## src/rtl/mult_arbiter.sv

```systemverilog
`default_nettype none
`timescale 1ns/1ps
// +--------------------------------------------------------------------------+
// | mult_arbiter                                                             |
// | Round-robin arbiter/sequencer sharing one 8x8 multiplier among N clients |
// | Revision: 1.0                                                            |
// +--------------------------------------------------------------------------+
module mult_arbiter #(
  parameter int N         = 4,
  parameter int EN_CYCLES = 2,
  parameter int TIMEOUT   = 64
) (
  input  logic           clk,
  input  logic           reset_n,
  input  logic [N-1:0]   req,
  input  logic [N*8-1:0] req_a,
  input  logic [N*8-1:0] req_b,
  output logic [N-1:0]   gnt,
  output logic [N-1:0]   rsp_valid,
  output logic [15:0]    rsp_data,
  output logic           rsp_err,
  output logic           busy,
  output logic [7:0]     m_a,
  output logic [7:0]     m_b,
  output logic           m_en,
  input  logic [15:0]    m_out,
  input  logic           m_ack
);

  localparam int           c_ptr_w = $clog2(N);
  localparam int           c_to_w  = $clog2(TIMEOUT + 1);
  localparam logic [N-1:0] c_one   = N'(1);

  typedef enum logic [1:0] {
    st_idle  = 2'd0,
    st_issue = 2'd1,
    st_wait  = 2'd2
  } state_t;

  state_t              r_state;
  logic [c_ptr_w-1:0]  r_ptr;
  logic [c_ptr_w-1:0]  r_id;
  logic [3:0]          r_en_cnt;
  logic [c_to_w-1:0]   r_to_cnt;
  logic                r_ack_q;
  logic [c_ptr_w-1:0]  w_sel;
  logic                w_found;
  logic                w_ack_rise;

  // Only a fresh edge completes; an ack already high at grant is ignored.
  assign w_ack_rise = m_ack & ~r_ack_q;

  always_comb begin
    logic [c_ptr_w-1:0] v_idx;
    w_found = 1'b0;
    w_sel   = '0;
    v_idx   = '0;
    for (int i = 0; i < N; i++) begin
      v_idx = c_ptr_w'((int'(r_ptr) + i) % N);
      if (!w_found && req[v_idx]) begin
        w_found = 1'b1;
        w_sel   = v_idx;
      end
    end
  end

  always_ff @(posedge clk or negedge reset_n) begin
    if (!reset_n) begin
      r_state   <= st_idle;
      r_ptr     <= '0;
      r_id      <= '0;
      r_en_cnt  <= '0;
      r_to_cnt  <= '0;
      r_ack_q   <= 1'b0;
      gnt       <= '0;
      rsp_valid <= '0;
      rsp_err   <= 1'b0;
      rsp_data  <= '0;
      busy      <= 1'b0;
      m_a       <= '0;
      m_b       <= '0;
      m_en      <= 1'b0;
    end else begin
      r_ack_q   <= m_ack;
      gnt       <= '0;
      rsp_valid <= '0;
      rsp_err   <= 1'b0;
      case (r_state)
        st_idle: begin
          if (w_found) begin
            gnt      <= c_one << w_sel;
            m_a      <= req_a[{w_sel, 3'b000} +: 8];
            m_b      <= req_b[{w_sel, 3'b000} +: 8];
            m_en     <= 1'b1;
            busy     <= 1'b1;
            r_id     <= w_sel;
            r_ptr    <= c_ptr_w'((int'(w_sel) + 1) % N);
            r_en_cnt <= '0;
            r_state  <= st_issue;
          end
        end
        st_issue: begin
          if (w_ack_rise) begin
            rsp_valid <= c_one << r_id;
            rsp_data  <= m_out;
            m_en      <= 1'b0;
            busy      <= 1'b0;
            r_state   <= st_idle;
          end else if (r_en_cnt == 4'(EN_CYCLES - 1)) begin
            m_en     <= 1'b0;
            r_to_cnt <= '0;
            r_state  <= st_wait;
          end else begin
            r_en_cnt <= r_en_cnt + 4'd1;
          end
        end
        st_wait: begin
          if (w_ack_rise) begin
            rsp_valid <= c_one << r_id;
            rsp_data  <= m_out;
            busy      <= 1'b0;
            r_state   <= st_idle;
          end else if (r_to_cnt == c_to_w'(TIMEOUT)) begin
            // Multiplier never answered: error completion with a zero product.
            rsp_valid <= c_one << r_id;
            rsp_data  <= '0;
            rsp_err   <= 1'b1;
            busy      <= 1'b0;
            r_state   <= st_idle;
          end else begin
            r_to_cnt <= r_to_cnt + c_to_w'(1);
          end
        end
        default: r_state <= st_idle;
      endcase
    end
  end

endmodule
`default_nettype wire

```

## config.mk

```make
export PLATFORM = sky130hd
export DESIGN_NAME = mult_arbiter
export DESIGN_NICKNAME = d
export VERILOG_FILES = /design/src/rtl/mult_arbiter.sv
export SDC_FILE = /design/constraint.sdc
export NUM_CORES = 1
export LEC_CHECK = 0
export ABC_CLOCK_PERIOD_IN_PS = 6600
export BUFFER_PORTS_ARGS = -buffer_cell sky130_fd_sc_hd__buf_4
export CAP_MARGIN = 5
export CORE_MARGIN = 5
export CORE_UTILIZATION = 53
export CTS_CLUSTER_DIAMETER = 100
export DETAILED_ROUTE_END_ITERATION = 6
export PLACE_DENSITY = 0.86
export SLEW_MARGIN = 20
export SYNTH_ARGS = -nofsm -noshare
export SYNTH_HDL_FRONTEND = slang
export SYNTH_SLANG_ARGS = --single-unit
```

## constraint.sdc

```tcl
create_clock -name clk -period 6.6 [get_ports clk]
set_clock_uncertainty 0.15 [all_clocks]
set_input_delay 0.99 -clock clk [delete_from_list [all_inputs] [get_ports clk]]
set_output_delay 0.99 -clock clk [all_outputs]
set_load 0.005 [all_outputs]
```

==> run metrics, run 1 <==
outcome=finished clean; worst vdd ir=between 0.2 and 0.3 mV; Rows=29; Final Wtd Congestion=between 0.8 and 0.9; Core Box Area=approximately 6200 sq um; final setup vio count=0; vias per inst=~5.7; Synth cell types=52; CP startpoint kind=input pin; largest net degree at the start of global routing=62; RSZ-0062 raised after global routing=no; Pre-Repair DR Iteration Count=4; CTS resizes=0; hold_buf cts=0; Synthesized Nets=between 400 and 500; Tcrit/Tclk final=between 40% and 50%; vias after detailed routing=2977; Max-Cap Viols=0; CP Class=input pin to flip-flop; max incr delay on CP=roughly 0.50 ns; met2 Use GR=approximately a third; crit path time final=3.01 ns; Die W=a little under 90 um; Post-Syn Instances=about 320; synthesized flop and latch total=61; final setup TNS=0 ns; Worst EP arrival=between 3 and 4 ns; critical path's top delay family=simple AND/OR/NAND/NOR gates; synth warn=0; Setup WS post-layout=about 3.6 ns; Final ANT Viol Nets=0; Max Slew Vio Count=0; CP Cell Sequence=buf_4, mux2i_1, or2_1, nand3_4, mux2_1, a221o_1; share of cells above drive strength 1=a little under two fifths; Area Growth Syn to Fin=35.8%; Post-Syn Area=roughly 3300 sq um; WL/cell=16.2 um; Clock Pin Slew Worst Setup and Hold Paths=0.07 ns; CP required=6.66 ns; first-pass GRT wire length=~14 mm; Starting Density=a little over half; Critical path buffers and inverters=1; post-layout net count=around 540; fraction of registers with async set/reset=100%; diode count=0; grt met1 use=28.6%; register area share after synthesis=45.7%; vias in the first global route=3062; clock sink count=61; Worst-Skew Late Latency=between 0.3 and 0.4 ns; Crit. End Element=flip-flop; f_max=332 MHz; IO Pins=130; die height=89.4 um; Max clock buf depth=2; worst slew pin tran=just under 0.9 ns; Post-synth EDFFs=0; Slowest-stage cell, CP=nand3_4; gr usage total=approximately 22%; Starting DRT DRC Count=129; dpl hpwl=6.33 mm; postcts setup bufs=0; CTS buffer count=9; GRT busiest layer=met2; die area=7980 sq um; IO Port Bufs=approximately 130; CTS tree=done; met3 GRT Util=between 5 and 6%; PwrDens=about 430 nW/um^2; GRT overflow=0; clock root buffer=clkbuf_8; Rel. slew slack=around two fifths; maximum fanout along the worst path=35; initial antenna violation count=0; Most used DFF post-synth=dfrtp_1; Hold Fails Final Rpt=0; Routed WL=about 8.5 mm; leakage power=~2.2 nW; Avg Cell Area, Syn=between 10 and 15 sq um; DRC Markers=0; Min-Delay Path Class=flip-flop to flip-flop; H-tree levels=3; DP Worst Slack=between 3 and 4 ns
-- flip-flops by register name, indices dropped and copies added, names as in the netlist --
| register | cells |
|---|---|
| busy | 1 |
| gnt | 4 |
| m_a | 8 |
| m_b | 8 |
| m_en | 1 |
| r_ack_q | 1 |
| r_en_cnt | 4 |
| r_id | 2 |
| r_ptr | 2 |
| r_state | 2 |
| r_to_cnt | 7 |
| rsp_data | 16 |
| rsp_err | 1 |
| rsp_valid | 4 |
-- cell families (layout without fill, tap and decap cells) --
kind of cell / Yosys count / count (layout) / share of synthesized area, %
buffers and inverters: 29 / 153 / 4.35
and+or+nand+nor: 118 / 118 / 20.5
xor gates and xnor gates: 5 / 5 / 1.31
adders and majority gates: 9 / 9 / 3.37
AOI/OAI and AO/OA: 81 / 81 / 18.9
muxes: 19 / 19 / 5.77
DFF: 61 / 61 / 45.7
-- synthesized netlist by cell type (2+ instances only) --
cell type / instances / share of area [%]
nand2_1: 21 / 2.4
buf_4: 3 / 0.67
clkbuf_1: 8 / 0.90
a21boi_1: 2 / 0.45
inv_1: 7 / 0.79
buf_2: 7 / 1.0
buf_6: 2 / 0.67
nor2b_1: 3 / 0.56
ha_1: 9 / 3.4
or2_1: 3 / 0.56
a21bo_2: 16 / 4.8
xnor2_1: 3 / 0.79
nor2_1: 26 / 2.9
a211oi_1: 30 / 6.7
a22o_1: 4 / 1.0
o21ai_0: 10 / 1.5
and4_1: 15 / 3.9
nor3_1: 3 / 0.45
a21o_1: 2 / 0.45
and2_1: 2 / 0.37
a21oi_1: 6 / 0.90
and3_1: 5 / 0.94
nand2b_1: 8 / 1.5
nand4_1: 17 / 3.2
nand3_1: 6 / 0.90
mux2i_1: 17 / 5.1
dfrtp_1: 61 / 46
xor2_1: 2 / 0.53
-- area by class of cell --
| class | count | area, sq um |
|---|---|---|
| fill | 461 | 1710 |
| multi-input combinational | 232 | 1670 |
| sequential | 61 | 1530 |
| timing repair buffer | 130 | 976 |
| clock buffer | 12 | 145 |
| tap | 77 | 96.3 |
| clock inverter | 4 | 95.1 |
| inverter | 7 | 26.3 |
-- path summary, 6_finish.rpt --
check / start / end / slack, ns / cells past startpoint
max reg2reg: r_ptr[1]$_DFFE_PN0P_ / m_b[3]$_DFFE_PN0P_ / 3.82 / 5
min reg2reg: rsp_data[6]$_DFFE_PN0P_ / rsp_data[6]$_DFFE_PN0P_ / 0.34 / 1
max: req[2] / m_b[3]$_DFFE_PN0P_ / 3.59 / 6
min in group asynchronous: reset_n / m_a[6]$_DFFE_PN0P_ / 0.59 / 1
min: rsp_data[6]$_DFFE_PN0P_ / rsp_data[6]$_DFFE_PN0P_ / 0.34 / 1
max in group asynchronous: reset_n / rsp_data[7]$_DFFE_PN0P_ / 5.25 / 1
-- cell usage in the layout, fill, tap and decap left out, types with 2 or more instances in the layout --
cell type,instances
a21boi_1,2
nand2_1,21
bufinv_16,3
o21ai_0,10
xnor2_1,3
nand3_1,6
or2_1,3
a211oi_1,30
xor2_1,2
clkbuf_1,2
nand2b_1,8
a21oi_1,6
mux2i_1,17
buf_4,130
a22o_1,4
a21bo_2,16
and2_1,2
a21o_1,2
nor3_1,3
inv_1,7
and4_1,15
and3_1,5
ha_1,9
nor2b_1,3
dfrtp_1,61
clkbuf_8,10
nand4_1,17
nor2_1,26
-- power by group --
group	switching [mW]	leakage, nW	internal [mW]	total [mW]
registers	0.100	0.761	0.521	0.621
logic	0.473	1.29	0.450	0.923
clock network	0.135	0.121	0.261	0.396
total	0.708	2.18	1.23	1.94
-- metrics by stage --
stage	instance area, sq um	total power [mW]	hold WS, ns	util [%]	std cells
floorplan	3340	1.22	0.305	-	322
global placement	4290	1.52	0.314	68.7	507
detailed placement	4290	1.55	0.327	68.7	507
CTS	4530	1.95	0.341	72.6	523
global route	4530	2.09	0.358	72.6	523
finish	4530	1.94	0.337	72.6	523
-- layer usage --
layer | routed length, um | vias to the layer above | share of wire, %
li1 | - | 1424 | -
met1 | 3570 | 1387 | 42
met2 | 3970 | 156 | 47
met3 | 860 | 10 | 10
met4 | 93 | 0 | 1.1
met5 | 0 | - | 0
-- worst reg2reg max path, stage by stage (launching register included) --
cell     delay [ns]
dfrtp_1        0.48
mux2i_1        0.28
or2_1          0.46
nand3_4        0.50
mux2_1         0.48
a221o_1        0.32
Power figures use the tool's default switching activity.
==> inputs of run 2 (changes only) <==
--- a/config.mk
+++ b/config.mk
@@ -5,14 +5,15 @@
 export SDC_FILE = /design/constraint.sdc
 export NUM_CORES = 1
 export LEC_CHECK = 0
-export ABC_CLOCK_PERIOD_IN_PS = 6600
+export ABC_AREA = 1
+export ABC_CLOCK_PERIOD_IN_PS = 3100
 export BUFFER_PORTS_ARGS = -buffer_cell sky130_fd_sc_hd__buf_4
 export CAP_MARGIN = 5
 export CORE_MARGIN = 5
-export CORE_UTILIZATION = 53
+export CORE_UTILIZATION = 50
 export CTS_CLUSTER_DIAMETER = 100
 export DETAILED_ROUTE_END_ITERATION = 6
-export PLACE_DENSITY = 0.86
+export PLACE_DENSITY = 0.8
 export SLEW_MARGIN = 20
 export SYNTH_ARGS = -nofsm -noshare
 export SYNTH_HDL_FRONTEND = slang
==> constraint.sdc (replaced) <==
create_clock -name clk -period 3.1 [get_ports clk]
set_clock_uncertainty 0.15 [all_clocks]
set_input_delay 0.465 -clock clk [delete_from_list [all_inputs] [get_ports clk]]
set_output_delay 0.465 -clock clk [all_outputs]
set_load 0.005 [all_outputs]
==> run 2 against run 1 <==
- clock power is 72% higher
- first-iteration DRC count is 19% lower
- combinational power grew to 3.2 times the previous value
- design area is 6.4% higher
- count of clock-buffer cells in the layout is 1 lower
- final cell count is 39% higher
- via count is 18% higher
==> run metrics, run 2 <==
Rows=31 (was 29); Synth cell types=35 (was 52); worst slew pin tran=0.754 ns (was 0.895 ns); Clock Pin Slew Worst Setup and Hold Paths=0.07 ns (about the same); final setup TNS=0 ns (unchanged); CTS tree=done (unchanged); Pre-Repair DR Iteration Count=4 (unchanged); area leader, netlist=dfrtp_1 (unchanged); Final Wtd Congestion=0.867 (was 0.843); fraction of registers with async set/reset=100% (unchanged); Area Growth Syn to Fin=33.8% (was 35.8%); dpl hpwl=7.04 mm (was 6.33 mm); gr usage total=21.2% (was 22.1%); Worst-Skew Late Latency=0.33 ns (about the same); maximum fanout along the worst path=32 (was 35); Crit. End Element=flip-flop (unchanged); clock sink count=61 (unchanged); share of cells above drive strength 1=29.1% (was 37.7%); crit path time final=2.51 ns; Min-Delay Path Class=input pin to asynchronous set/reset pin (was flip-flop to flip-flop); post-layout net count=720 (was 537); postcts setup bufs=0 (unchanged); final setup vio count=0 (unchanged); H-tree levels=3 (unchanged); Max Slew Vio Count=0 (unchanged); Final ANT Viol Nets=0 (unchanged); worst vdd ir=0.737 mV (was 0.266 mV); Largest register FFs=16 (unchanged); leading cell types in the layout, fill and taps excluded=buf_4 (132), nand2_1 (125), inv_1 (96), nand3_1 (78), dfrtp_1 (61) (was buf_4 (130), dfrtp_1 (61), a211oi_1 (30), nor2_1 (26), nand2_1 (21)); Die W=94.9 um (was 89.4 um); sequential cell area=1530 sq um (unchanged); outcome=finished clean (unchanged); Max-Cap Viols=0 (unchanged); largest net degree at the start of global routing=62 (unchanged); Routed WL=9.15 mm (was 8.49 mm); Starting Density=50.5% (was 53.5%); synth top area cells=dfrtp_1 (42%), nand2_1 (13%), nand3_1 (11%) (was dfrtp_1 (46%), a211oi_1 (6.7%), mux2i_1 (5.1%)); Rel. slew slack=49.8% (was 40.4%); vias after detailed routing=3519 (was 2977); Tcrit/Tclk final=roughly four fifths; register area share after synthesis=42.4% (was 45.7%); IO Port Bufs=129 (unchanged); area occupied by multi-input gates=1610 sq um (was 1670 sq um); CP Class=flip-flop to flip-flop (was input pin to flip-flop); Post-Syn Area=3600 sq um (was 3340 sq um); die area=9010 sq um (was 7980 sq um); hold_buf cts=0 (unchanged); Avg Cell Area, Syn=7.25 sq um (was 10.4 sq um); most frequent cells after synthesis=nand2_1 (125), inv_1 (96), nand3_1 (78) (was dfrtp_1 (61), a211oi_1 (30), nor2_1 (26)); WL/cell=12.6 um (was 16.2 um); Top Registers=rsp_data: 16 flops, m_a: 8 flops, m_b: 8 flops (unchanged); share of the synthesized area in the top cell type=42.4% (was 45.7%); Starting DRT DRC Count=104 (was 129); CP required=3.16 ns (was 6.66 ns); synthesized flop and latch total=61 (unchanged); most frequent cell after synthesis=nand2_1 (was dfrtp_1); fill count=633 (was 461); CTS buffer count=9 (unchanged); CP startpoint kind=flip-flop (was input pin); synth warn=0 (unchanged); Post-synth EDFFs=0 (unchanged); leakage power=2.70 nW (was 2.18 nW); vias per inst=4.83 (was 5.69); Synthesized Nets=593 (was 418); initial antenna violation count=0 (unchanged); IO Pins=130 (unchanged); Biggest register=rsp_data (unchanged); clock root buffer=clkbuf_8 (unchanged); Core Box Area=7140 sq um (was 6240 sq um); CTS resizes=0 (unchanged); DRC Markers=0 (unchanged); vias in the first global route=3531 (was 3062); GRT overflow=0 (unchanged); Most used DFF post-synth=dfrtp_1 (unchanged); first-pass GRT wire length=15.3 mm (was 13.8 mm); f_max=399 MHz; PwrDens=1030 nW/um^2 (was 428 nW/um^2); die height=94.9 um (was 89.4 um); Hold Slack=0.0411 ns (was 0.337 ns); Max clock buf depth=2 (unchanged); Worst EP arrival=2.57 ns (was 3.07 ns); most common cell after layout, fill and taps aside=buf_4 (unchanged); diode count=0 (unchanged); Post-Syn Instances=497 (was 322); Hold Fails Final Rpt=0 (unchanged); RSZ-0062 raised after global routing=no (unchanged)
==> run 2: cell count changes after synthesis, moves of 17 or more <==
cell	previous run	this run
nand3_1	6	78
a211oi_1	30	0
nand2_1	21	125
inv_1	7	96
mux2i_1	17	0
o21ai_0	10	28
==> run 2: final timing paths <==
kind	to	depth (start not counted)	startpoint	slack [ns]
setup / recovery	m_b[2]$_DFFE_PN0P_	12	r_ptr[0]$_DFFE_PN0P_	0.59
hold / removal	rsp_data[15]$_DFFE_PN0P_	1	reset_n	0.04
setup reg to reg	m_b[2]$_DFFE_PN0P_	12	r_ptr[0]$_DFFE_PN0P_	0.59
hold reg to reg	busy$_DFFE_PN0P_	2	busy$_DFFE_PN0P_	0.33
max in group asynchronous	r_en_cnt[2]$_DFFE_PN0P_	1	reset_n	2.24
min in group clk	r_ack_q$_DFF_PN0_	1	m_ack	0.11
==> run 2: metrics by stage <==
step / setup slack, ns / std cells / area, sq um / utilization, % / total power, mW
finish: 0.595 / 728 / 4820 / 67.6 / 4.97
global route: 0.289 / 728 / 4820 / 67.6 / 5.52
CTS: 0.620 / 728 / 4820 / 67.6 / 5.01
detailed placement: 0.627 / 712 / 4630 / 64.9 / 4.31
global placement: 0.782 / 712 / 4630 / 64.9 / 4.19
floorplan: 1.17 / 497 / 3600 / - / 3.45
==> run 2: cell type report <==
class	instances	share of cell area [%]
inverter	100	7.78
clock buffer	11	2.93
sequential	61	31.7
clock inverter	5	1.04
tap	99	2.57
timing repair buffer	132	20.6
multi-input combinational	320	33.5
==> run 2: critical path: stages, from the launching register on <==
cell     delay (ns)
dfrtp_1        0.50
inv_2          0.20
nand2_1        0.07
nand2_1        0.12
nand2_1        0.06
nand2_1        0.10
a21oi_1        0.07
nand2_1        0.33
nand2_2        0.10
buf_4          0.23
or2_2          0.30
nand3_1        0.08
nand3_1        0.08
==> run 2: kinds of logic after synthesis <==
logic type	after synthesis	share of synthesized area, %
compound gates	42	6.42
fa+ha+maj	9	3.13
buf+inv	116	13.0
simple gates	266	34.4
flops	61	42.4
xor+xnor	3	0.729
==> run 2: layer usage <==
layer / part of all wire [%] / GRT usage, % / up-vias
met3: 7.0 / 4.70 / 8
met4: 0.98 / 7.93 / 0
met1: 42 / 26.1 / 1601
met5: 0 / 0 / -
li1: - / - / 1793
met2: 50 / 36.2 / 117
==> run 2: where the power goes <==
group / total (mW) / switching [mW] / leakage [nW] / internal (mW)
sequential: 1.33 / 0.205 / 0.778 / 1.12
clock: 0.683 / 0.295 / 0.103 / 0.388
combinational: 2.96 / 1.80 / 1.82 / 1.17
total: 4.97 / 2.30 / 2.70 / 2.68
==> inputs of run 3 (changes only) <==
--- a/config.mk
+++ b/config.mk
@@ -5,12 +5,12 @@
 export SDC_FILE = /design/constraint.sdc
 export NUM_CORES = 1
 export LEC_CHECK = 0
-export ABC_AREA = 1
-export ABC_CLOCK_PERIOD_IN_PS = 3100
+export ABC_AREA = 0
+export ABC_CLOCK_PERIOD_IN_PS = 2400
 export BUFFER_PORTS_ARGS = -buffer_cell sky130_fd_sc_hd__buf_4
 export CAP_MARGIN = 5
 export CORE_MARGIN = 5
-export CORE_UTILIZATION = 50
+export CORE_UTILIZATION = 49
 export CTS_CLUSTER_DIAMETER = 100
 export DETAILED_ROUTE_END_ITERATION = 6
 export PLACE_DENSITY = 0.8
==> constraint.sdc (replaced) <==
create_clock -name clk -period 2.4 [get_ports clk]
set_clock_uncertainty 0.15 [all_clocks]
set_input_delay 0.36 -clock clk [delete_from_list [all_inputs] [get_ports clk]]
set_output_delay 0.36 -clock clk [all_outputs]
set_load 0.005 [all_outputs]
==> run 3 against run 2 <==
- hold slack improved by 0.17 ns
- setup slack got worse by 0.38 ns
- utilization increased by 2.1 points
- register-to-register slack got worse by 0.38 ns
- wire length decreased by 0.16%
- design area decreased by 3.0%
- die area decreased by 4.9%
- critical path depth decreased by 5
- critical endpoint is now r_to_cnt[4]$_DFFE_PN0P_
- largest cell class unchanged
- largest power group unchanged
==> run metrics, run 3 (synthesized netlist as in run 1, its figures left out) <==
outcome=finished clean (unchanged); final instance count without filler cells=542 (was 728); crit path time final=2.18 ns (was 2.51 ns); f_max=458 MHz (was 399 MHz); Final ANT Viol Nets=0 (unchanged); met2 wire len=4.43 mm (was 4.59 mm); vias after detailed routing=3094 (was 3519); wire length on met1=3.64 mm (was 3.83 mm); share of cells above drive strength 1=40.3% (was 29.1%); leakage power=2.26 nW (was 2.70 nW); Util after Layout=69.6% (was 67.6%); Crit. End Element=flip-flop (unchanged); Hold Fails Final Rpt=0 (unchanged); CP Cell Sequence=inv_1, ha_1, or3b_1, a21boi_1, nand2_1, or3_1, a21oi_1 (was inv_2, nand2_1, nand2_1, nand2_1, nand2_1, a21oi_1, nand2_1, nand2_2, buf_4, or2_2, nand3_1, nand3_1); DP Worst Slack=0.172 ns (was 0.627 ns); final setup TNS=0 ns (unchanged); die height=92.5 um (was 94.9 um); Rows=30 (was 31); fill count=523 (was 633); CTS tree=done (unchanged); clock root buffer=clkbuf_8 (unchanged); final setup vio count=0 (unchanged); max incr delay on CP=0.42 ns (was 0.50 ns); path depth of the worst reg2reg path=7 (was 12); area occupied by multi-input gates=1680 sq um (was 1610 sq um); Worst R2R End=r_to_cnt[4]$_DFFE_PN0P_ (was m_b[2]$_DFFE_PN0P_); dpl hpwl=6.85 mm (was 7.04 mm); Slowest-stage cell, CP=dfrtp_1 (unchanged); Rel. slew slack=49.6% (was 49.8%); post-route design area=4680 sq um (was 4820 sq um); PwrDens=1190 nW/um^2 (was 1030 nW/um^2); Pre-Repair DR Iteration Count=4 (unchanged); Starting DRT DRC Count=130 (was 104); Area Growth Syn to Fin=40.2% (was 33.8%); Worst-Skew Late Latency=0.34 ns (was 0.33 ns); CTS buffer count=9 (unchanged); Setup WS post-layout=0.216 ns (was 0.595 ns); Crit Reg-Reg Startpoint=r_en_cnt[1]$_DFFE_PN0P_ (was r_ptr[0]$_DFFE_PN0P_); CP Class=flip-flop to flip-flop (unchanged); Die W=92.5 um (was 94.9 um); Biggest register=rsp_data (unchanged); Final Wtd Congestion=0.771 (was 0.867); RSZ-0062 raised after global routing=no (unchanged); GRT overflow=0 (unchanged); CP required=2.52 ns (was 3.16 ns); Largest register FFs=16 (unchanged); post-layout net count=553 (was 720); worst slew pin tran=0.756 ns (was 0.754 ns); diode count=0 (unchanged); IO Port Bufs=129 (unchanged); first-pass GRT wire length=14.7 mm (was 15.3 mm); most common cell after layout, fill and taps aside=buf_4 (unchanged); die area=8560 sq um (was 9010 sq um); Max-Cap Viols=0 (unchanged); vias in the first global route=3115 (was 3531); CP startpoint kind=flip-flop (unchanged); maximum fanout along the worst path=6 (was 32); worst hold stages=3; vias per inst=5.71 (was 4.83); Routed WL=9.13 mm (was 9.15 mm); leading cell types in the layout, fill and taps excluded=buf_4 (144), dfrtp_1 (61), a211oi_1 (30), nor2_1 (26), nand2_1 (21) (was buf_4 (132), nand2_1 (125), inv_1 (96), nand3_1 (78), dfrtp_1 (61)); Hold Crit Start=req_a[13]; H-tree levels=3 (unchanged); hold endpoint=m_a[5]$_DFFE_PN0P_; wire length on met3=819 um (was 637 um); top sig layer=met4 (unchanged); Worst EP arrival=2.30 ns (was 2.57 ns); Tcrit/Tclk final=91.0% (was 80.8%); Clock Pin Slew Worst Setup and Hold Paths=0.07 ns (about the same); Min-Delay Path Class=input pin to flip-flop (was input pin to asynchronous set/reset pin); WL/cell=16.9 um (was 12.6 um); IO Pins=130 (unchanged); dpl cells=524 (was 712); Max clock buf depth=2 (unchanged); worst vdd ir=0.475 mV (was 0.737 mV); Starting Density=49.7% (was 50.5%); gr usage total=21.5% (was 21.2%); DRC Markers=0 (unchanged); R2R setup slack=0.22 ns (was 0.59 ns); Top Registers=rsp_data: 16 flops, m_a: 8 flops, m_b: 8 flops (unchanged); Area after DPL=4400 sq um (was 4630 sq um); sequential cell area=1530 sq um (unchanged); Core Box Area=6720 sq um (was 7140 sq um); Max Slew Vio Count=0 (unchanged); clock sink count=61 (unchanged); initial antenna violation count=0 (unchanged); largest net degree at the start of global routing=62 (unchanged)
## run 3: cell count changes in the layout (fill, tap and decap cells not counted), sizes merged, moves of 8 or more
cell    change
and4       +15
nand4      +14
nand2b      +8
nor2        +8
buf        +12
a211oi     +31
nand2     -112
inv        -90
a21bo      +17
o21ai      -19
mux2i      +17
or2        -17
nand3      -75
## run 3: area by class of cell
cell class                 instances  area share, %
tap                               80           2.14
timing repair buffer             146           23.5
multi-input combinational        232           35.9
clock inverter                     7           2.59
inverter                           7          0.561
sequential                        61           32.6
clock buffer                       9           2.65
## run 3: critical path: cells and delay by family (launching register included)
kind	cells	cell delay, ns
AOI/OAI and AO/OA	2	0.43
adders and majority gates	1	0.13
buffers and inverters	1	0.07
DFF	1	0.42
and+or+nand+nor	3	0.93
## run 3: per-layer routing
metal	GRT usage [%]	vias to the layer above
met1	26.1	1469
met4	9.53	0
met3	5.77	26
met2	35.6	142
li1	-	1457
met5	0	-
## run 3: repair_timing
item / 4_1_cts / 5_1_grt
buffers inserted: 0 / 0
resized for setup: 0 / 3
hold endpoints to repair: 62 / 0
hold buffers: 2 / 0
endpoints found under the setup margin: 0 / 9
## run 3: metrics by stage
step,power [mW],hold WS (ns)
6_report,5.56,0.212
5_1_grt,5.94,0.222
4_1_cts,5.58,0.205
3_5_place_dp,4.44,0.322
3_3_place_gp,4.32,0.316
2_1_floorplan,3.34,-0.0856
## run 3: worst max-delay path by stage
stage	from	end	cells past startpoint	slack [ns]
2_1_floorplan	r_state[0]$_DFFE_PN0P_	r_to_cnt[4]$_DFFE_PN0P_	8	0.33
3_3_place_gp	r_to_cnt[0]$_DFFE_PN0P_	rsp_data[9]$_DFFE_PN0P_	7	0.30
3_5_place_dp	r_state[1]$_DFFE_PN0P_	m_a[4]$_DFFE_PN0P_	6	0.17
4_1_cts	r_state[1]$_DFFE_PN0P_	m_b[2]$_DFFE_PN0P_	6	0.17
5_1_grt	r_state[0]$_DFFE_PN0P_	rsp_data[3]$_DFFE_PN0P_	6	0.09
6_report	r_en_cnt[1]$_DFFE_PN0P_	r_to_cnt[4]$_DFFE_PN0P_	7	0.22
## run 3: power breakdown
group	switching, mW	internal (mW)	total (mW)
clock network	0.425	0.696	1.12
registers	0.265	1.43	1.70
logic	1.37	1.37	2.74
total	2.06	3.50	5.56
